`src/rtl/calc_defs_pkg.sv`:
```
// Shared definitions for the calculator datapath blocks: FSM state
// encodings and the iteration-counter width helper.
package calc_defs;

  typedef enum logic [1:0] {
    ST_IDLE = 2'd0,
    ST_RUN  = 2'd1,
    ST_DONE = 2'd2
  } state_e;

  // Counter width able to hold the values 0..width.
  function automatic int cnt_width(input int width);
    return $clog2(width + 1);
  endfunction

endpackage

```
`src/rtl/seq_shift_add_mult.sv`:
```
// Iterative shift-add multiplier: one multiplier bit per clock.
// Signed operands are handled as sign-magnitude. The magnitudes are
// multiplied unsigned, and the product is negated at the end when the
// operand signs differ.
module seq_shift_add_mult
  import calc_defs::*;
#(
  parameter int WIDTH = 4
) (
  input  logic                 clk,
  input  logic                 rst_n,
  input  logic                 start,
  input  logic                 signed_mode,
  input  logic [WIDTH-1:0]     multiplicand,
  input  logic [WIDTH-1:0]     multiplier,
  output logic                 busy,
  output logic                 done,
  output logic [2*WIDTH-1:0]   product
);

  localparam int PW = 2 * WIDTH;
  localparam int CW = cnt_width(WIDTH);
  localparam logic [CW-1:0] LAST_ITER = CW'(WIDTH - 1);

  state_e          state_q, state_d;
  logic [WIDTH-1:0] mc_q, mc_d;
  logic [WIDTH-1:0] mp_q, mp_d;
  logic [PW-1:0]    acc_q, acc_d;
  logic [CW-1:0]    cnt_q, cnt_d;
  logic             neg_q, neg_d;
  logic [PW-1:0]    prod_q, prod_d;

  logic             a_neg, b_neg;
  logic [WIDTH-1:0] a_mag, b_mag;
  logic [PW-1:0]    addend;
  logic [PW-1:0]    acc_sum;

  // Operand conditioning. The most negative value maps to 2^(WIDTH-1),
  // which still fits in WIDTH unsigned bits.
  always_comb begin
    a_neg = signed_mode & multiplicand[WIDTH-1];
    b_neg = signed_mode & multiplier[WIDTH-1];
    a_mag = a_neg ? (~multiplicand + WIDTH'(1)) : multiplicand;
    b_mag = b_neg ? (~multiplier + WIDTH'(1)) : multiplier;
  end

  // One partial product per iteration. The product magnitude is below
  // 2^(2*WIDTH), so the add never carries out.
  assign addend  = mp_q[0] ? ({{WIDTH{1'b0}}, mc_q} << cnt_q) : '0;
  assign acc_sum = acc_q + addend;

  // Next-state and datapath update. A start is accepted in IDLE or DONE.
  always_comb begin
    state_d = state_q;
    mc_d    = mc_q;
    mp_d    = mp_q;
    acc_d   = acc_q;
    cnt_d   = cnt_q;
    neg_d   = neg_q;
    prod_d  = prod_q;
    case (state_q)
      ST_IDLE, ST_DONE: begin
        if (start) begin
          state_d = ST_RUN;
          mc_d    = a_mag;
          mp_d    = b_mag;
          neg_d   = a_neg ^ b_neg;
          acc_d   = '0;
          cnt_d   = '0;
        end else begin
          state_d = ST_IDLE;
        end
      end
      ST_RUN: begin
        acc_d = acc_sum;
        mp_d  = mp_q >> 1;
        cnt_d = cnt_q + CW'(1);
        if (cnt_q == LAST_ITER) begin
          // The result is registered on the edge that enters DONE, so it
          // is valid during the same cycle that done is high.
          state_d = ST_DONE;
          prod_d  = neg_q ? (~acc_sum + PW'(1)) : acc_sum;
        end
      end
      default: state_d = ST_IDLE;
    endcase
  end

  // State and datapath registers. Reset aborts any operation in progress.
  always_ff @(posedge clk or negedge rst_n) begin
    if (!rst_n) begin
      state_q <= ST_IDLE;
      mc_q    <= '0;
      mp_q    <= '0;
      acc_q   <= '0;
      cnt_q   <= '0;
      neg_q   <= 1'b0;
      prod_q  <= '0;
    end else begin
      state_q <= state_d;
      mc_q    <= mc_d;
      mp_q    <= mp_d;
      acc_q   <= acc_d;
      cnt_q   <= cnt_d;
      neg_q   <= neg_d;
      prod_q  <= prod_d;
    end
  end

  assign busy    = (state_q == ST_RUN);
  assign done    = (state_q == ST_DONE);
  assign product = prod_q;

endmodule

```
`config.mk`:
```
export PLATFORM = sky130hd
export DESIGN_NAME = seq_shift_add_mult
export DESIGN_NICKNAME = d
export VERILOG_FILES = /design/src/rtl/calc_defs_pkg.sv /design/src/rtl/seq_shift_add_mult.sv
export SDC_FILE = /design/constraint.sdc
export NUM_CORES = 1
export LEC_CHECK = 0
export ABC_AREA = 1
export BUFFER_PORTS_ARGS = -buffer_cell sky130_fd_sc_hd__buf_4
export CAP_MARGIN = 20
export CORE_MARGIN = 4
export CORE_UTILIZATION = 53
export DETAILED_ROUTE_END_ITERATION = 10
export PLACE_DENSITY = 0.85
export SETUP_SLACK_MARGIN = 0.4
export SLEW_MARGIN = 10
export SYNTH_ARGS = -nofsm -noshare
export SYNTH_HDL_FRONTEND = slang
export SYNTH_SLANG_ARGS = --single-unit
```
`constraint.sdc`:
```
create_clock -name clk -period 2.2 [get_ports clk]
set_input_delay 0 -clock clk [delete_from_list [all_inputs] [get_ports clk]]
set_output_delay 0 -clock clk [all_outputs]
set_load 0.005 [all_outputs]
```
Word level (Yosys, flattened, before mapping)
Index checks and enable logic that the tools add are counted.
- logic and storage cells: 43
- bits of input ports: 12
- output and inout port bits: 10
- register bits after elaboration: 30
- bitwise gates (word level): 6
- muxes and demuxes: 13
- reduce and logical (&&, ||, !) cells: 6
- shifts and indexed selects: 1
- eq/ne operators: 5
- add/subtract/negate cells: 5
- operators by type and width (kind ; number):
    8-bit two-way mux ; 3
    8-bit one-hot mux with 2 select lines ; 1
    4-bit two-way mux ; 3
    4-bit by 1-bit adder with 4-bit output (second input constant) ; 2
    8-bit by 1-bit adder with 8-bit output (second input constant) ; 1
    8-bit adder ; 1
    4-bit inverter ; 2
    8-bit inverter ; 1
    4-bit one-hot mux with 2 select lines ; 1
    4-bit by 3-bit left shift with 8-bit output ; 1
    3-bit one-hot mux with 2 select lines ; 1
    2-bit AND reduction ; 3
    2-bit one-hot mux with 2 select lines ; 1
    3-bit by 1-bit adder with 3-bit output (second input constant) ; 1
    3-bit by 2-bit == test with 1-bit output (second input constant) ; 1
    3-bit two-way mux ; 1
    1-bit bitwise AND ; 2
    2-bit by 1-bit == test with 1-bit output (second input constant) ; 1
    2-bit == test (second input constant) ; 1
    2-bit logical NOT ; 1
    2-bit two-way mux ; 1
    2-bit by 1-bit != test with 1-bit output (second input constant) ; 1
    2-bit != test (second input constant) ; 1
    2-bit nonzero test ; 1
    3 further kinds ; 3

Depth between registers and ports, before layout
Gate-level depths: netlist (run 1).
- word-level depth: 6
- gate-level depth with buffers: 19
- mapped depth without buffers: 19

Worst setup path before layout (run 1)
No wires, ideal clock.
- path kind: register -> register
- start: register cnt_q[1]
- end: register prod_q[6], in the netlist product[6]
- data arrival time: 2153 ps
- path buffers: 0
- required time: 2083 ps
- clock period less this slack: 2269 ps
- setup slack: -69 ps
- stages on the path, launching flop included: 17
- library setup time: 117 ps
- cell sequence: dfrtp_1 > inv_1 > nand3_1 > nor2_1 > ha_1 > fa_1 > inv_1 > ha_1 > inv_1 > nor2_1 > nand3_1 > nor2_1 > nand2_1 > nand3_1 > nand2_1 > nand2_1 > nand2_1
- word-level cells in the longest chain between the ends: 6
- elaborated cells on any way between the ends: 8
- classes of those cells: add/sub: 2; eq/ne: 1; shift: 1; mux: 2; bitwise: 1; reduce/logical: 1
- RTL lines (what ; line ; source):
    start: declaration ; seq_shift_add_mult.sv:29 ; logic [CW-1:0] cnt_q, cnt_d;
    start signal: assignment ; seq_shift_add_mult.sv:104 ; cnt_q <= cnt_d;
    4-bit by 3-bit left shift with 8-bit output ; seq_shift_add_mult.sv:49 ; assign addend = mp_q[0] ? ({{WIDTH{1'b0}}, mc_q} << cnt_q) : '0;
    8-bit two-way mux ; seq_shift_add_mult.sv:49 ;
    8-bit adder ; seq_shift_add_mult.sv:50 ; assign acc_sum = acc_q + addend;
    8-bit inverter ; seq_shift_add_mult.sv:82 ; prod_d = neg_q ? (~acc_sum + PW'(1)) : acc_sum;
    8-bit by 1-bit adder with 8-bit output ; seq_shift_add_mult.sv:82 ;
    8-bit two-way mux ; seq_shift_add_mult.sv:82 ;
    end signal: assignment ; seq_shift_add_mult.sv:106 ; prod_q <= prod_d;
    end: declaration ; seq_shift_add_mult.sv:31 ; logic [PW-1:0] prod_q, prod_d;
Parallel ways exist; a longest one is shown, timed or not.
A chain may end at the register's enable or synchronous reset.

Final worst setup path (run 1)
- start: register cnt_q[0]
- end: register prod_q[5], in the netlist product[5]
Same word-level chain as after synthesis.

==> impl_results.md, run 1 <==
* Setup violators final at 8
* ANT nets after route at 0
* Slowest-stage cell, CP: dfrtp_2
* VDD IR-drop max at 0.8628 mV
* Syn Area/Cell at 7.243 um^2
* Largest net degree at the start of global routing at 31
* Vias per inst at 5.995
* WHS Endpoint: mc_q[3]
* FP Rows at 22
* Buffers on Ports at 21
* # Max-Cap Violations at 0
* Synth-to-Final Area Change at 47.80%
* CTS tree: yes
* Die Height at 69.31 um
* CP arrival at 2690 ps
* Ant. Diodes at 0
* Vias in the first global route at 2063
* Sequential share of power at 20.8%
* HP Class: primary input to register
* RR Endpoint: product[5]
* Fin area at 2944 um^2
* Synth Register Bits at 30
* Crit path kind: register to register
* CP max FO at 5
* Initial antenna violation count at 0
* Worst hold stages at 3
* Min Tclk post-route at 2439 ps
* Slew @ Worst Pin at 437.4 ps
* Initial core utilization at 54.82%
* Status: complete, but fails checks
* Count of cell types in the netlist at 29
* Most frequent cells in the layout: nand2_1, buf_4, inv_1
* Fmax at 0.4101 GHz
* PD cells at 1674 nW/um^2
* Worst r2r path cells at 15
* Clk network pwr share at 9.9%
* DRT Pass-1 Iters at 5
* Hold Crit Start: multiplicand[3]
* Critical-path cell list: o21ai_2, nor2_2, a31oi_2, nor2_1, ha_1, nor2_1, nand2_1, nand3_2, nand2_2, nand2_2, nand2_4, buf_4, xnor2_2, nand2_1, nand2_1
* Final WS setup at -238.5 ps
* Inserted Clock Buffers at 5
* Sequential fraction of the synthesis area at 37.69%
* Placed wire-length estimate at 3580 um
* Core area at 3633 um^2
* Routed vias at 2326
* DR iter-0 viols at 221
* Max-slew violation count at 0
* Post-place instance area at 2371 um^2
* Combinational share of power at 69.3%
* All-Layer GR Usage at 23.72%
* RSZ-0062 raised after global routing: true
* First-pass GRT wire length at 9135 um
* Post-synth EDFFs at 0
* Critical Path RT at 2450 ps
* Switching part of the total power at 48.60%
* Failing checks: setup timing
* Final WL at 7053 um
* Critical path capture point type: register
* Post-Syn Nets at 300
* CP dominant cell by count: nand2_1
* Die W at 69.31 um
* CTS H-tree lvls at 2
* Grt total ovfl at 0
* Cell count after synthesis at 275
* Number of synthesis warnings at 0
* Relative slew slack at 70.77%
* Total power draw at 4.929 mW
* Boundary Pins at 22
* Synthesized area at 1992 um^2
* CTS Sinks at 30
* CTS root buffer: clkbuf_8
* Min Hold Slack at 25.11 ps
* Post-place setup slack at -216.7 ps
* R2R Path Start: cnt_q[0]
* Register-to-register setup slack at -240 ps
* Final net count at 364
* Avg WL per Cell at 18.18 um
* Clock buffer depth at 2
* Die footprint at 4803 um^2
* Sw Pwr at 2.395 mW
* Gpl congestion at 0.9331
* Reg clk slew, reported paths at 90 ps
* Clock Skew at 21.35 ps
* Post-synth ARST share at 100.0%
* Slowest stage delay, CP at 450 ps
* Most used DFF post-synth: dfrtp_1
* Drc violations at 0
* Startpoint class of the critical path: register
* Fin Setup TNS at -1224 ps
* Pleak at 1.497 nW
* Power Internal at 2.534 mW
* Share of cells above drive strength 1 at 44.71%
* Fin crit share at 110.8%
* Clock latency on the worst-skew pair at 310 ps
* Final hold vios at 0
==> cell type report <==
cell class                      instances  area, um^2
Clock buffer                            6       82.58
Timing Repair Buffer                   63       493.0
Multi-Input combinational cell        197        1376
Inverter                               42       166.4
Fill cell                             213       689.4
Clock inverter                          2       12.51
Tap cell                               48       60.06
Sequential cell                        30       753.2
==> state kept, by name, indices dropped and copies added, names as in the netlist <==
register	cells
neg_q	1
cnt_q	3
mc_q	4
state_q	2
acc_q	8
product	8
mp_q	4
==> what timing repair did <==
item                                    in CTS  in global routing
buffers inserted                             8                  9
pin swaps                                    9                 31
endpoints found under the setup margin      14                 14
resized for setup                           25                 70
hold buffers                                 2                  0
hold endpoints to repair                    31                  0
==> through the flow <==
stage / utilization, % / std cells
3_5_place_dp: 65.25 / 361
5_1_grt: 81.03 / 388
2_1_floorplan: - / 275
6_report: 81.03 / 388
4_1_cts: 72.11 / 379
3_3_place_gp: 65.25 / 361
==> layer usage <==
metal	track usage, %	routed length [um]	vias up
li1	-	-	1021
met1	28.06	2490	1100
met2	39.51	3570	155
met3	5.072	515	50
met4	13.67	476	0
met5	0	0	-
==> worst max path at each step <==
| stage | startpoint | endpoint | slack, ps | depth (start not counted) |
|---|---|---|---|---|
| floorplan | cnt_q[0] | product[6] | 10 | 16 |
| global route | cnt_q[0] | product[6] | -320 | 15 |
| global placement | cnt_q[0] | product[7] | -100 | 15 |
| finish | cnt_q[0] | product[5] | -240 | 15 |
| detailed placement | cnt_q[0] | product[6] | -220 | 16 |
| CTS | cnt_q[0] | product[7] | -80 | 15 |
==> cells by family (layout without fill, tap and decap cells) <==
group           after synthesis  after routing  synth area share, %
xor+xnor                      4              4                1.759
buf+inv                      48            113                9.485
simple gates                136            136                29.90
compound gates               44             44                12.63
flops                        30             30                37.69
fa+ha+maj                    13             13                8.543
==> synthesized netlist by cell type, types with 3 or more instances <==
cell,count,area share [%]
a31oi_1,3,0.94
inv_1,38,7.2
o21ai_0,26,6.5
nand2_2,6,1.9
xnor2_1,3,1.3
nand3_1,24,6.0
nor2_1,17,3.2
clkbuf_1,4,0.75
a21oi_1,5,1.3
ha_1,12,7.5
nand2_1,81,15
o22ai_1,3,0.94
nand3_2,3,1.5
dfrtp_1,30,38
==> power by group through the flow <==
stage          clock, mW  sequential (mW)  combinational, mW
2_1_floorplan          0            0.947               1.41
3_3_place_gp           0            0.956               2.09
3_5_place_dp           0            0.970               2.18
4_1_cts            0.475            0.966               2.44
5_1_grt            0.515             1.04               3.64
6_report           0.488             1.03               3.42
==> critical path, delay by kind of cell (launching register included) <==
kind,cells,cell delay [ps]
buffers and inverters,1,150
and+or+nand+nor,10,1000
DFF,1,450
xor gates and xnor gates,1,160
adders and majority gates,1,250
AOI/OAI and AO/OA,2,390
Power figures use the tool's default switching activity.
==> run 2, diff against run 1 <==
Settings changed: CORE_UTILIZATION 53 to 58, PLACE_DENSITY 0.85 to 0.88.
Clock period 2.2 ns to 2.4 ns, I/O delays scaled along.
==> impl_results.md, run 2 (synthesis gave the netlist of run 1 again) <==
* Core area at 3337 um^2
* Hold Crit Start: multiplier[2]
* WHS Endpoint: mp_q[2]
* Grt total ovfl at 0
* CTS H-tree lvls at 2
* Reg clk slew, reported paths at 100 ps
* CTS root buffer: clkbuf_4
* Failing checks: DRC, setup timing
* ANT nets after route at 0
* Commonest non-fill, non-tap cell in the layout: nand2_1
* Startpoint class of the critical path: register
* Final WL at 6316 um
* Total power draw at 3.842 mW
* Status: complete, but fails checks
* Initial core utilization at 59.69%
* Avg WL per Cell at 16.98 um
* Crit path kind: register to register
* Fmax at 0.4070 GHz
* First-pass GRT wire length at 8583 um
* Synth-to-Final Area Change at 34.92%
* CP max FO at 6
* Critical Path RT at 2650 ps
* DR iter-0 viols at 250
* Most frequent cells in the layout: nand2_1, buf_4, inv_1
* Initial antenna violation count at 0
* Pleak at 1.377 nW
* VDD IR-drop max at 0.9242 mV
* Final net count at 350
* Fin crit share at 102.4%
* # Max-Cap Violations at 0
* Clock latency on the worst-skew pair at 350 ps
* RSZ-0062 raised after global routing: true
* Vias in the first global route at 1889
* Inserted Clock Buffers at 5
* Max-slew violation count at 0
* Placed wire-length estimate at 3282 um
* CP arrival at 2710 ps
* PD cells at 1430 nW/um^2
* Setup violators final at 2
* Fin Setup TNS at -77.37 ps
* Worst r2r path cells at 16
* Register-to-register setup slack at -60 ps
* Final WS setup at -56.90 ps
* R2R Path Start: cnt_q[0]
* Worst hold stages at 4
* Largest net degree at the start of global routing at 31
* CTS tree: yes
* Gpl congestion at 1.010
* HP Class: primary input to register
* RR Endpoint: product[7]
* Critical path capture point type: register
* Final hold vios at 0
* Ant. Diodes at 0
* Die Height at 66.61 um
* Vias per inst at 5.906
* Clock Skew at 10.77 ps
* Boundary Pins at 22
* FP Rows at 21
* Die footprint at 4436 um^2
* Routed vias at 2197
* Buffers on Ports at 21
* Relative slew slack at 58.96%
* Min Tclk post-route at 2457 ps
* Share of cells above drive strength 1 at 35.58%
* Slew @ Worst Pin at 615.0 ps
* DRT Pass-1 Iters at 8
* All-Layer GR Usage at 26.17%
* Drc violations at 1
* Post-place setup slack at 3.451 ps
* CTS Sinks at 30
* Clock buffer depth at 2
* Die W at 66.61 um
-- run 2: changes by cell type in the layout (fill, tap and decap cells not counted), moves of 3 or more --
cell,previous run,this run
buf_4,57,43
nand2_1,57,64
nand3_1,13,20
nand2_4,10,4
nand3_2,12,6
clkbuf_4,0,5
clkbuf_8,6,1
buf_6,4,1
dlygate4sd3_1,2,5
inv_4,3,0
nor2_1,9,12
nor2_4,6,3
-- run 2: area by class of cell --
type,instances,area (um^2)
clock buffers,7,55.05
clock inverters,1,5.005
well taps,46,57.56
inverters,42,163.9
repair buffers,49,384.1
fillers,204,649.4
flip-flops and latches,30,753.2
multi-input cells,197,1269
-- run 2: worst max-delay path, cell delays in order (launching register included) --
cell,delay [ps]
dfrtp_2,460
clkinv_4,120
buf_4,170
a31oi_4,200
nor2_1,80
ha_1,390
inv_2,90
nand2_1,80
nand2_2,90
nor2_1,130
nand3_1,100
nor2_2,110
nand3_1,100
nand2_1,80
nand2_2,50
nand3_1,70
nand2_1,50
-- run 2: worst max path at each step --
stage	startpoint	endpoint	slack, ps	cells after the start
floorplan	cnt_q[0]	product[6]	210	16
global placement	cnt_q[0]	product[7]	80	15
detailed placement	cnt_q[0]	product[6]	3	16
CTS	cnt_q[0]	product[6]	150	17
global route	cnt_q[0]	product[7]	-190	16
finish	cnt_q[0]	product[7]	-60	16
-- run 2: timing repair --
action	4_1_cts	5_1_grt
setup endpoints to repair	10	12
hold buffers	5	0
cloned	0	0
endpoints found under the hold margin	35	0
buffers inserted	13	8
resized for setup	22	43
pin swaps	17	13
-- run 2: per-layer routing --
metal / up-vias / global-route usage (%) / share of wire, %
met5: - / 0 / 0
met4: 0 / 10.91 / 6.0
met3: 43 / 6.071 / 8.0
met2: 148 / 44.55 / 48
met1: 1014 / 31.53 / 38
li1: 992 / - / -
-- run 2: through the flow --
stage                     utilization (%)  instance area, um^2  cells  hold WS, ps
after global placement              66.25                 2211    338       -52.20
final                               80.54                 2688    372        9.858
after detailed placement            66.25                 2211    338       -53.34
after CTS                           74.39                 2482    364        18.82
after global routing                80.54                 2688    372        16.27
after floorplan                         -                 2012    275       -295.6
-- run 2: where the power goes --
group          switching (mW)  leakage [nW]  internal [mW]
combinational            1.51         0.964           1.07
sequential              0.208         0.377          0.728
clock                   0.189        0.0353          0.142
total                    1.90          1.38           1.94
